==> src/rtl/gate_truth_table_sequencer.sv <==
// ---------------------------------------------------------------------------
// gate_truth_table_sequencer
//
// Self-test controller for a 2-input combinational gate. A start request
// walks the gate inputs {x,y} through vectors 00, 01, 10, 11. Each vector is
// held for SETTLE cycles, after which the gate output z is sampled and
// compared against TRUTH_TABLE[vector]. The result is reported as a pass
// flag, a mismatch count and a per-vector failure map.
//
// Parameters
//   TRUTH_TABLE  expected z for each vector; bit i is for {x,y} == i
//   SETTLE       cycles each vector is held before z is sampled (1..15)
//
// Ports
//   clk        in   clock, rising edge
//   rst_n      in   asynchronous active-low reset
//   start      in   run request, only looked at while idle
//   abort      in   abandons a run in progress (no done pulse)
//   z          in   output of the gate under test
//   x, y       out  gate inputs, {x,y} = current vector index
//   busy       out  high while vectors are being applied
//   done       out  one-cycle pulse after a completed run
//   pass       out  last completed run had no mismatches
//   err_count  out  number of mismatching vectors (0..4)
//   fail_vec   out  bit i set when vector i mismatched
// ---------------------------------------------------------------------------
module gate_truth_table_sequencer #(
    parameter logic [3:0] TRUTH_TABLE = 4'b1110,
    parameter int         SETTLE      = 2
) (
    input  logic       clk,
    input  logic       rst_n,
    input  logic       start,
    input  logic       abort,
    input  logic       z,
    output logic       x,
    output logic       y,
    output logic       busy,
    output logic       done,
    output logic       pass,
    output logic [2:0] err_count,
    output logic [3:0] fail_vec
);

    typedef enum logic [1:0] {
        ST_IDLE = 2'd0,
        ST_RUN  = 2'd1,
        ST_DONE = 2'd2
    } state_t;

    // Counter reload: the sample edge is the one where the counter is zero,
    // so loading SETTLE-1 gives exactly SETTLE cycles per vector.
    localparam logic [3:0] CNT_RELOAD = 4'(SETTLE - 1);

    state_t     state_reg;
    logic [1:0] idx_reg;
    logic [3:0] cnt_reg;

    logic       mismatch;
    logic [1:0] idx_next;
    logic [2:0] err_count_next;
    logic [3:0] fail_vec_next;
    logic [3:0] idx_onehot;

    // Result bookkeeping for the current sample edge. These values are only
    // committed on a sample edge in RUN; elsewhere they are ignored.
    always_comb begin
        mismatch       = z ^ TRUTH_TABLE[idx_reg];
        idx_next       = idx_reg + 2'd1;
        idx_onehot     = 4'b0001 << idx_reg;
        fail_vec_next  = fail_vec | (mismatch ? idx_onehot : 4'b0000);
        err_count_next = err_count + {2'b00, mismatch};
    end

    always_ff @(posedge clk or negedge rst_n) begin
        if (!rst_n) begin
            state_reg <= ST_IDLE;
            idx_reg   <= 2'd0;
            cnt_reg   <= 4'd0;
            x         <= 1'b0;
            y         <= 1'b0;
            busy      <= 1'b0;
            done      <= 1'b0;
            pass      <= 1'b0;
            err_count <= 3'd0;
            fail_vec  <= 4'd0;
        end else begin
            case (state_reg)
                ST_IDLE: begin
                    x    <= 1'b0;
                    y    <= 1'b0;
                    busy <= 1'b0;
                    done <= 1'b0;
                    if (start) begin
                        state_reg <= ST_RUN;
                        busy      <= 1'b1;
                        idx_reg   <= 2'd0;
                        cnt_reg   <= CNT_RELOAD;
                        // Results of the previous run are dropped only when
                        // a new run is actually accepted.
                        err_count <= 3'd0;
                        fail_vec  <= 4'd0;
                        pass      <= 1'b0;
                    end
                end

                ST_RUN: begin
                    if (abort) begin
                        // Partial err_count/fail_vec are kept for diagnosis;
                        // pass is still 0 from the start of this run.
                        state_reg <= ST_IDLE;
                        x         <= 1'b0;
                        y         <= 1'b0;
                        busy      <= 1'b0;
                    end else if (cnt_reg != 4'd0) begin
                        cnt_reg <= cnt_reg - 4'd1;
                    end else begin
                        fail_vec  <= fail_vec_next;
                        err_count <= err_count_next;
                        if (idx_reg != 2'd3) begin
                            idx_reg <= idx_next;
                            x       <= idx_next[1];
                            y       <= idx_next[0];
                            cnt_reg <= CNT_RELOAD;
                        end else begin
                            state_reg <= ST_DONE;
                            x         <= 1'b0;
                            y         <= 1'b0;
                            busy      <= 1'b0;
                            done      <= 1'b1;
                            // Verdict includes the vector sampled right now.
                            pass      <= (err_count_next == 3'd0);
                        end
                    end
                end

                ST_DONE: begin
                    // Single-cycle state; start is deliberately not sampled
                    // here, so a held start restarts from IDLE one cycle on.
                    state_reg <= ST_IDLE;
                    done      <= 1'b0;
                end

                default: begin
                    state_reg <= ST_IDLE;
                    x         <= 1'b0;
                    y         <= 1'b0;
                    busy      <= 1'b0;
                    done      <= 1'b0;
                end
            endcase
        end
    end

endmodule

==> config.mk <==
export PLATFORM = sky130hd
export DESIGN_NAME = gate_truth_table_sequencer
export DESIGN_NICKNAME = d
export VERILOG_FILES = /design/src/rtl/gate_truth_table_sequencer.sv
export SDC_FILE = /design/constraint.sdc
export NUM_CORES = 1
export LEC_CHECK = 0
export CORE_MARGIN = 2
export CORE_UTILIZATION = 40
export DETAILED_ROUTE_END_ITERATION = 8
export DONT_BUFFER_PORTS = 1
export GPL_TIMING_DRIVEN = 0
export PLACE_DENSITY = 0.57
export REMOVE_ABC_BUFFERS = 1
export SLEW_MARGIN = 20
export SYNTH_ARGS = -nofsm -noshare
export SYNTH_HDL_FRONTEND = slang
export SYNTH_SLANG_ARGS = --single-unit
==> constraint.sdc <==
create_clock -name clk -period 1.9 [get_ports clk]
set_input_delay 0.38 -clock clk [delete_from_list [all_inputs] [get_ports clk]]
set_output_delay 0.38 -clock clk [all_outputs]
set_load 0.01 [all_outputs]
==> reports/qor.txt, run 1 <==
Worst Hold Class = in2reg
Worst Setup Start Kind = flop
Clock Latency Late Sink = 0.31 ns
Leakage = 0.5980 nW
DR iter-0 viols = 17
Yosys warns = 0
Mapped Area = 0.001137 mm^2
Share of the synthesized area in the top cell type = 44.00%
Horiz. Die Dim = 57.33 um
Cell class contributing the biggest share of worst-path delay = adder cells
Logic pwr share = 42.2%
Power share of the clock group = 19.8%
Post-placement cell count = 128
Antenna Cells = 0
Unique masters post-synth = 37
Port Buf Inserts = 0
Final hold viol count = 0
Die H = 57.33 um
Critical setup path kind = reg2reg
Die area = 0.003286 mm^2
Final Wtd Congestion = 0.7388
Mean Syn Cell Area = 11.49 um^2
Top cells by area, synth = dfrtp_1 (44%), ha_1 (9.9%), a22o_1 (3.1%)
Area leader, netlist = dfrtp_1
Vias in the first global route = 795
Worst stage delay on the critical path = 0.38 ns
Slew @ Worst Pin = 0.9313 ns
TritonCTS sink count = 20
Flops & latches, synth = 20
Max Freq = 547.1 MHz
Post-synthesis sequential area ratio = 44.00%
Non-Filler Instances = 137
Total grt overflow = 0
Main flop type after synthesis = dfrtp_1
DRT antenna net count = 0
CTS tree = built
Peak supply drop = 674.4 uV
Detailed Routing Iterations Pass 1 = 2
DP HPWL = 1586 um
Sequential share of power = 37.9%
Share of post-route cells with drive strength above 1 = 24.53%
Max-Slew Margin vs Limit = 37.71%
NetSw = 0.6733 mW
Core Util, Final = 46.04%
Status = completed
Internal power = 1.137 mW
Crit share post-route = 96.20%
DR vias/cell = 5.664
DRC viols = 0
Sw Ratio = 37.19%
CTS root buf = clkbuf_4
Post-synth EDFFs = 0
Setup ws final = 0.07228 ns
Number of max-cap violations = 0
CP Max Fanout = 4
Setup TNS = 0 ns
Critical path, cell by cell = inv_2 -> ha_2 -> xnor2_2 -> ha_1 -> ha_2 -> xor2_1 -> or3_1 -> mux2i_1
Synthesized instance count = 99
Num CTS Buffers = 3
Crit-path slowest cell = dfrtp_1
Longest Clk Path Bufs = 2
Max-slew violation count = 0
Finish-stage setup viols = 0
Place WS = -0.06127 ns
Worst Clk Skew = 0.01184 ns
Nets@finish = 121
# rows = 19
# IOs = 17
Async S/R FF share, synth = 100.0%
Initial antenna violation count = 0
Crit path capture type = flop
WL/cell = 16.50 um
First-pass GRT wire length = 3905 um
Cell Pwr Density = 1438 mW/mm^2
Arrival @ worst endpoint = 2.08 ns
DRT Wirelength = 2261 um
Most common cell on crit path = ha_2
Routed via count = 776
Largest net degree at the start of global routing = 21
Initial Utilization = 41.60%
Area Growth Syn to Fin = 10.67%
H-tree depth = 1
All-Layer GR Usage = 15.55%
Placeable Area = 0.002734 mm^2
Crit path buffers/inverters = 1
Crit path time final = 1.828 ns
Final Power = 1.811 mW
Data required, critical path = 2.15 ns
Clock-pin slew on the worst setup and hold paths = 0.13 ns
==> through the flow <==
step | hold WS (ns) | instance area (um^2)
6_report | 0.3106 | 1259
2_1_floorplan | 0.08441 | 1115
4_1_cts | 0.3196 | 1231
5_1_grt | 0.3298 | 1259
3_5_place_dp | 0.08494 | 1154
3_3_place_gp | 0.08490 | 1154
==> cells in the final DEF, fill, tap and decap left out, types with 2 or more instances in the layout <==
cell type / instances
a21o_1: 2
a21oi_1: 2
a22o_1: 4
a22oi_2: 2
and2b_2: 2
and3_1: 2
buf_4: 4
clkbuf_4: 3
dfrtp_1: 20
ha_1: 7
ha_2: 2
inv_1: 6
inv_2: 2
mux2i_1: 3
nand2_1: 6
nand3_1: 5
nor2_1: 3
nor3b_2: 2
o21ai_0: 3
o2bb2ai_1: 2
or3_1: 2
or3b_1: 2
==> kinds of logic (layout without fill, tap and decap cells) <==
family / after synthesis / after routing / synth area share [%]
adder cells (fa/ha/maj): 9 / 9 / 9.901
buffers and inverters: 10 / 17 / 4.620
AND/OR/NAND/NOR: 34 / 34 / 19.91
AO/OA/AOI/OAI: 20 / 20 / 16.06
XOR/XNOR: 2 / 2 / 1.540
flip-flops: 20 / 20 / 44.00
multiplexers: 4 / 4 / 3.960
==> cell type report <==
class	count	area (um^2)
Tap cell	31	38.79
Multi-Input combinational cell	69	596.8
Fill cell	255	1475
Sequential cell	20	500.5
Clock buffer	3	22.52
Clock inverter	1	30.03
Inverter	8	30.03
Timing Repair Buffer	5	40.04
==> worst paths after layout <==
check                                       start                  endpoint  slack (ns)  cells past startpoint
min                                         start  err_count[2]$_DFFE_PN0P_        0.31                      3
min in group asynchronous                   rst_n          pass$_DFFE_PN0P_        0.63                      1
max                        idx_reg[0]$_DFFE_PN0P_          pass$_DFFE_PN0P_        0.07                      8
max in group asynchronous                   rst_n    cnt_reg[2]$_DFFE_PN0P_        0.69                      1
min reg2reg                cnt_reg[1]$_DFFE_PN0P_    cnt_reg[1]$_DFFE_PN0P_        0.54                      1
max reg2reg                idx_reg[0]$_DFFE_PN0P_          pass$_DFFE_PN0P_        0.07                      8
==> worst register-to-register path: stages (launching register included) <==
cell and delay [ns]:
dfrtp_1 0.38, inv_2 0.06, ha_2 0.19, xnor2_2 0.14, ha_1 0.19, ha_2 0.19
xor2_1 0.16, or3_1 0.31, mux2i_1 0.13
==> timing repair <==
action                                 4_1_cts  5_1_grt
pin swaps                                    0        0
gates resized for setup                      0        5
hold buffers                                 1        0
endpoints found under the hold margin       20        0
setup endpoints to repair                    1        1
setup buffers                                2        2
==> metal layers <==
layer / share of wire, % / wire length [um] / track usage, %
met3: 3.5 / 79 / 3.175
met4: 0.80 / 18 / 6.977
met2: 48 / 1077 / 24.79
met5: 0 / 0 / 0
met1: 48 / 1085 / 20.43
==> cells in the mapped netlist, types with 2 or more instances <==
cell / number
a22oi_2: 2
nand3_1: 5
and3_1: 2
buf_6: 2
nand2_1: 6
o2bb2ai_1: 2
a21oi_1: 2
nor3b_2: 2
mux2i_1: 3
a22o_1: 4
inv_1: 8
or3b_1: 2
or3_1: 2
and2b_2: 2
nor2_1: 3
dfrtp_1: 20
o21ai_0: 3
ha_1: 9
a21o_1: 2
==> power groups by stage <==
stage / clock [mW] / sequential, mW / combinational, mW
final: 0.359 / 0.687 / 0.765
after global routing: 0.391 / 0.709 / 0.864
after CTS: 0.367 / 0.684 / 0.733
after detailed placement: 0 / 0.704 / 0.682
after global placement: 0 / 0.697 / 0.676
after floorplan: 0 / 0.669 / 0.570
Note: power is estimated with default switching activity, not from simulation.
==> run 2, diff against run 1 <==
CORE_UTILIZATION = 50   (was 40)
PLACE_DENSITY = 0.69   (was 0.57)
REMOVE_ABC_BUFFERS = not set   (was 1)
==> reports/qor.txt, run 2 (same netlist as run 1, synthesis figures left out) <==
Status = completed
DP HPWL = 1519 um (-4.2%)
Total grt overflow = 0 (unchanged)
All-Layer GR Usage = 17.95% (+2.4 points)
Cell Pwr Density = 1353 mW/mm^2 (-5.9%)
Slew @ Worst Pin = 0.9204 ns (-0.01095 ns)
Share of post-route cells with drive strength above 1 = 28.83% (+4.3 points)
Synthesized Nets = 113
DRT antenna net count = 0 (unchanged)
Worst r2r path cells = 6 (-2)
Most common cell on crit path = buf_4
Peak supply drop = 618.2 uV (-8.3%)
Commonest non-fill, non-tap cell in the layout = dfrtp_1
Detailed Routing Iterations Pass 1 = 4 (+2)
Hold Path Origin = start
Flop-to-flop setup slack = 0.06 ns (about the same)
Most frequent cells in the layout = dfrtp_1 (20), buf_4 (8), inv_1 (6), nand2_1 (6), ha_1 (6)
DR iter-0 viols = 2 (-15)
Max Freq = 544.9 MHz (-0.41%)
Largest net degree at the start of global routing = 21 (unchanged)
Die area = 0.002672 mm^2 (-19%)
Worst stage delay on the critical path = 0.53 ns (+0.15 ns)
DR vias/cell = 5.626 (-0.68%)
Data required, critical path = 2.08 ns (-0.07 ns)
Crit path time final = 1.835 ns (+0.007464 ns)
Area Growth Syn to Fin = 13.42%
Number of max-cap violations = 0 (unchanged)
Worst Setup Start Kind = flop
H-tree depth = 1 (unchanged)
Num CTS Buffers = 3 (unchanged)
Layout fillers = 193 (-24%)
DRT Wirelength = 2158 um (-4.6%)
Vias in the first global route = 778 (-2.1%)
Crit share post-route = 96.59% (+0.39 points)
Clock Latency Late Sink = 0.30 ns (about the same)
Critical setup path kind = reg2reg
Initial Utilization = 51.91% (+10 points)
Setup TNS = 0 ns (unchanged)
Worst Clk Skew = 0.004645 ns (-0.007194 ns)
Horiz. Die Dim = 51.70 um (-9.8%)
Initial antenna violation count = 0 (unchanged)
Leakage = 0.6135 nW (+2.6%)
Final hold viol count = 0 (unchanged)
Final Wtd Congestion = 0.7308 (-1.1%)
Port Buf Inserts = 0 (unchanged)
First-pass GRT wire length = 3532 um (-9.6%)
Crit path capture type = flop
# rows = 17 (-2)
Routed via count = 782 (+0.77%)
Final Power = 1.745 mW (-3.6%)
Reg-to-Reg End = idx_reg[1]$_DFFE_PN0P_
CTS tree = built
FF-to-FF Start = idx_reg[1]$_DFFE_PN0P_
Nets@finish = 127 (+5.0%)
Worst Hold Path Cells = 3 (unchanged)
CP Max Fanout = 4 (unchanged)
Critical path, cell by cell = buf_4 -> buf_4 -> ha_1 -> or4b_4 -> a22oi_2 -> o22ai_2
Crit-path slowest cell = or4b_4
Longest Clk Path Bufs = 2 (unchanged)
Arrival @ worst endpoint = 2.02 ns (-0.06 ns)
Finish-stage setup viols = 0 (unchanged)
Clock-pin slew on the worst setup and hold paths = 0.11 ns (-0.02 ns)
TritonCTS sink count = 20 (unchanged)
CTS root buf = clkbuf_4
Die H = 51.70 um (-9.8%)
Max-slew violation count = 0 (unchanged)
# IOs = 17 (unchanged)
Placeable Area = 0.002191 mm^2 (-20%)
WL/cell = 15.53 um (-5.9%)
Worst Hold Class = in2reg
Antenna Cells = 0 (unchanged)
Hold EP = err_count[2]$_DFFE_PN0P_
DRC viols = 0 (unchanged)
Max-Slew Margin vs Limit = 38.44% (+0.73 points)
-- run 2: per-layer routing --
metal,vias up,part of all wire (%),global-route usage (%)
li1,387,-,-
met1,376,43,22.53
met2,15,52,30.13
met3,4,3.4,3.161
met4,0,1.6,7.895
met5,-,0,0
-- run 2: worst max-delay path by stage --
stage                                 startpoint                      to  cells past startpoint
after CTS                 idx_reg[1]$_DFFE_PN0P_        pass$_DFFE_PN0P_                      8
after global placement    idx_reg[0]$_DFFE_PN0P_        pass$_DFFE_PN0P_                      8
final                     idx_reg[1]$_DFFE_PN0P_  idx_reg[1]$_DFFE_PN0P_                      6
after floorplan           idx_reg[0]$_DFFE_PN0P_        pass$_DFFE_PN0P_                      8
after global routing      idx_reg[0]$_DFFE_PN0P_        pass$_DFFE_PN0P_                      8
after detailed placement  idx_reg[0]$_DFFE_PN0P_        pass$_DFFE_PN0P_                      8
-- run 2: what timing repair did --
action | CTS | global route
hold buffers | 1 | 0
pin swaps | 0 | 1
gates resized for setup | 3 | 4
endpoints found under the hold margin | 20 | 0
setup endpoints to repair | 1 | 1
buffers inserted | 2 | 6
-- run 2: layout make-up --
| class | count | area (um^2) | share of cell area (%) |
|---|---|---|---|
| plain buffers | 2 | 22.52 | 1.746 |
| well taps | 28 | 35.03 | 2.716 |
| repair buffers | 9 | 70.07 | 5.432 |
| inverters | 8 | 30.03 | 2.328 |
| flip-flops and latches | 20 | 500.5 | 38.80 |
| multi-input cells | 69 | 609.3 | 47.24 |
| clock buffers | 3 | 22.52 | 1.746 |
-- run 2: per-stage QoR --
stage	worst slack [ns]	area [um^2]	std cells	hold WS (ns)	util, %
detailed placement	-0.08863	1172	127	0.08482	53.51
CTS	0.0001097	1232	133	0.3173	56.25
global placement	-0.02967	1172	127	0.08479	53.51
floorplan	0.09051	1137	99	0.08441	-
global route	-0.02493	1290	139	0.3300	58.88
finish	0.06482	1290	139	0.3213	58.88
-- run 2: power breakdown --
group / internal [mW] / leakage, nW / switching, mW
combinational: 0.459 / 0.333 / 0.419
clock: 0.0739 / 0.0138 / 0.126
sequential: 0.544 / 0.267 / 0.124
-- run 2: critical path, delay by kind of cell, from the launching register on --
family                   cells  cell delay, ns
flip-flops                   1            0.41
buffers and inverters        2            0.26
AND/OR/NAND/NOR              1            0.53
adder cells (fa/ha/maj)      1            0.22
AO/OA/AOI/OAI                2            0.30
==> edit, RTL diff (flow settings as in run 1) <==
Change the parameter `TRUTH_TABLE` from 4'b1110 to 4'b0111.
--- a/src/rtl/gate_truth_table_sequencer.sv
+++ b/src/rtl/gate_truth_table_sequencer.sv
@@ -26,5 +26,5 @@
 // ---------------------------------------------------------------------------
 module gate_truth_table_sequencer #(
-    parameter logic [3:0] TRUTH_TABLE = 4'b1110,
+    parameter logic [3:0] TRUTH_TABLE = 4'b0111,
     parameter int         SETTLE      = 2
 ) (
Formal check against the unedited RTL: not equivalent (Yosys sat finds a counterexample within 4 cycles, from zero or initial values and one cycle with rst_n low).
==> edit against run 1 <==
The run now ends with setup timing left. Area after synthesis shrank 6.8%. Combinational power shrank 30%. Die area shrank 6.4%. Setup slack lost 150 ps. Routed wire length grew 7.7%. Design area grew 2.3%. Sequential cell count is the same. Power shrank 17%. Largest cell class unchanged. Clock power is essentially flat.
==> edit: results (changes against run 1) <==
----------------------------------------------------
[Drt]
  Detailed Routing Iterations Pass 1 ... 5 (+3)
  DR iter-0 viols ... 12 (-5)
  Mean routed wirelength per cell ... 17.3 um (+4.6%)
  Vias post-DR ... 824 (+6.2%)

[Setup path]
  Start of the worst register-to-register path ... idx_reg[0]
  Critical path arrival ... 2210 ps (+130 ps)
  Largest driver fanout on the critical path ... 3 (-1)
  Reg2Reg Capture Point ... pass
  FF-to-FF path depth ... 8 (unchanged)

[Worst hold path]
  Min-Delay Endpoint ... done
  Hold Path Cell Cnt ... 3 (unchanged)
  Hold wc startpoint ... abort

[Synth]
  Share of the yosys chip area belonging to registers ... 47.2% (+3.2 points)
  List of most frequent post-synthesis cells ... sky130_fd_sc_hd__dfrtp_1 (20), sky130_fd_sc_hd__ha_1 (9), sky130_fd_sc_hd__inv_1 (9)
  Xor-xnor portion of the synthesized cell area ... 0.826% (-0.71 points)
  Total number of yosys warnings ... 0 (unchanged)
  Fraction of the mapped netlist area in compound gates ... 14.8% (-1.3 points)
  Area contributors post-synth ... sky130_fd_sc_hd__dfrtp_1 (47%), sky130_fd_sc_hd__ha_1 (11%), sky130_fd_sc_hd__inv_1 (3.2%)
  Adder-cell share of the synthesized area ... 10.6% (+0.72 points)
  Multiplexer share of the synthesized area ... 2.83% (-1.1 points)
  Ys async rst share ... 100% (unchanged)
  Count of distinct cell types in the synthesized netlist ... 37 (unchanged)

[Clocking]
  Clock root buffer ... sky130_fd_sc_hd__clkbuf_4
  Clock input transition at the sequential cells of the worst setup and hold paths ... 120 ps
  Count of H-tree levels built during CTS ... 1 (unchanged)
  Longest Clk Path Bufs ... 2 (unchanged)
  Clock Latency Late Sink ... 310 ps (about the same)

[Cells and area]
  Number of nets in the final layout ... 126 (+4.1%)
  Share of post-route cells with drive strength above 1 ... 25.2% (+0.70 points)
  Fillers ... 225 (-12%)

[STA]
  Max-slew headroom at the worst pin ... 41.1% (+3.4 points)
  Setup WS post-layout ... -78.3 ps (-151 ps)
  Count of final setup violators ... 2 (+2)
  Setup Skew ... 2.73 ps (-9.10 ps)

[Status]
  Result of the run ... finished with violations
  Violations in the final reports ... setup timing

[Global routing]
  Global-route total usage across every layer ... 17.0% (+1.4 points)
  Wire length of the first global-routing pass ... 4040 um (+3.4%)
  Largest net degree at the start of global routing ... 21 (unchanged)
  Vias in the first global route ... 837 (+5.3%)

[Place]
  Weighted congestion at the end of routability-driven global placement ... 0.750 (+1.5%)
  HPWL after DPL ... 1550 um (-2.4%)

[Pwr]
  Standby leakage power ... 0.597 nW (-0.20%)
  Worst-case vdd ir drop ... 0.650 mV (-3.6%)

[Flow run]
  Max Cap Violations ... 0 (unchanged)

----------------------------------------------------
edit: metal layers:
layer  routed length, um  share of wire (%)  up-vias  track usage [%]
met3                 144                5.9        7             6.79
met1                1120                 46      407             20.5
met5                   0                  0        -                0
met4                  42                1.7        0             5.23
li1                    -                  -      388                -
met2                1120                 46       22             27.7
edit: worst max-delay path by stage:
stage	startpoint	end	slack [ps]	cells past startpoint
2_1_floorplan	idx_reg[0]	err_count[2]	-240	8
3_3_place_gp	cnt_reg[0]	x	-650	5
3_5_place_dp	idx_reg[0]	err_count[2]	-440	8
4_1_cts	idx_reg[0]	pass	-120	8
5_1_grt	idx_reg[0]	pass	-170	8
6_report	idx_reg[0]	pass	-80	8
edit: per-stage QoR:
step / hold WS (ps) / cell area [um^2] / TNS (ps) / cells / setup WS, ps
3_3_place_gp: 84.8 / 1070 / -7420 / 126 / -650
6_report: 290 / 1290 / -86.8 / 141 / -78.3
4_1_cts: 286 / 1240 / -136 / 135 / -123
3_5_place_dp: 84.9 / 1080 / -1380 / 126 / -443
2_1_floorplan: 84.4 / 1040 / -555 / 96 / -239
5_1_grt: 308 / 1290 / -234 / 141 / -170
edit: cell families (layout without fill, tap and decap cells):
family	Yosys count	after routing
mux	3	3
compound gates	21	21
fa+ha+maj	9	9
xor+xnor	1	1
simple gates	33	33
buf+inv	14	24
flops	20	20
edit: power by group:
part	switching, mW	total, mW	internal, mW
Combinational	0.270	0.535	0.265
Sequential	0.105	0.603	0.498
Clock	0.146	0.360	0.213
Total	0.521	1.50	0.977
edit: final cells by class:
cell class	instances	share of cell area [%]
clock buffer	3	1.75
clock inverter	1	2.33
inverter	9	2.82
multi-input combinational	67	44.5
sequential	20	39.1
tap	30	2.92
timing repair buffer	11	6.61
edit: critical path, stage by stage, from the launching register on:
cell and delay [ps]:
sky130_fd_sc_hd__dfrtp_2 450, sky130_fd_sc_hd__ha_4 180, sky130_fd_sc_hd__ha_4 270, sky130_fd_sc_hd__inv_4 40, sky130_fd_sc_hd__ha_4 150, sky130_fd_sc_hd__ha_4 150
sky130_fd_sc_hd__xor2_1 150, sky130_fd_sc_hd__or3_1 330, sky130_fd_sc_hd__mux2i_1 180
edit: timing repair:
item                                    CTS  global route
endpoints found under the setup margin   10             8
hold endpoints to repair                 20             0
hold buffers                              1             0
pin swaps                                 5             3
gates resized for setup                  13             1
setup buffers                             4             6
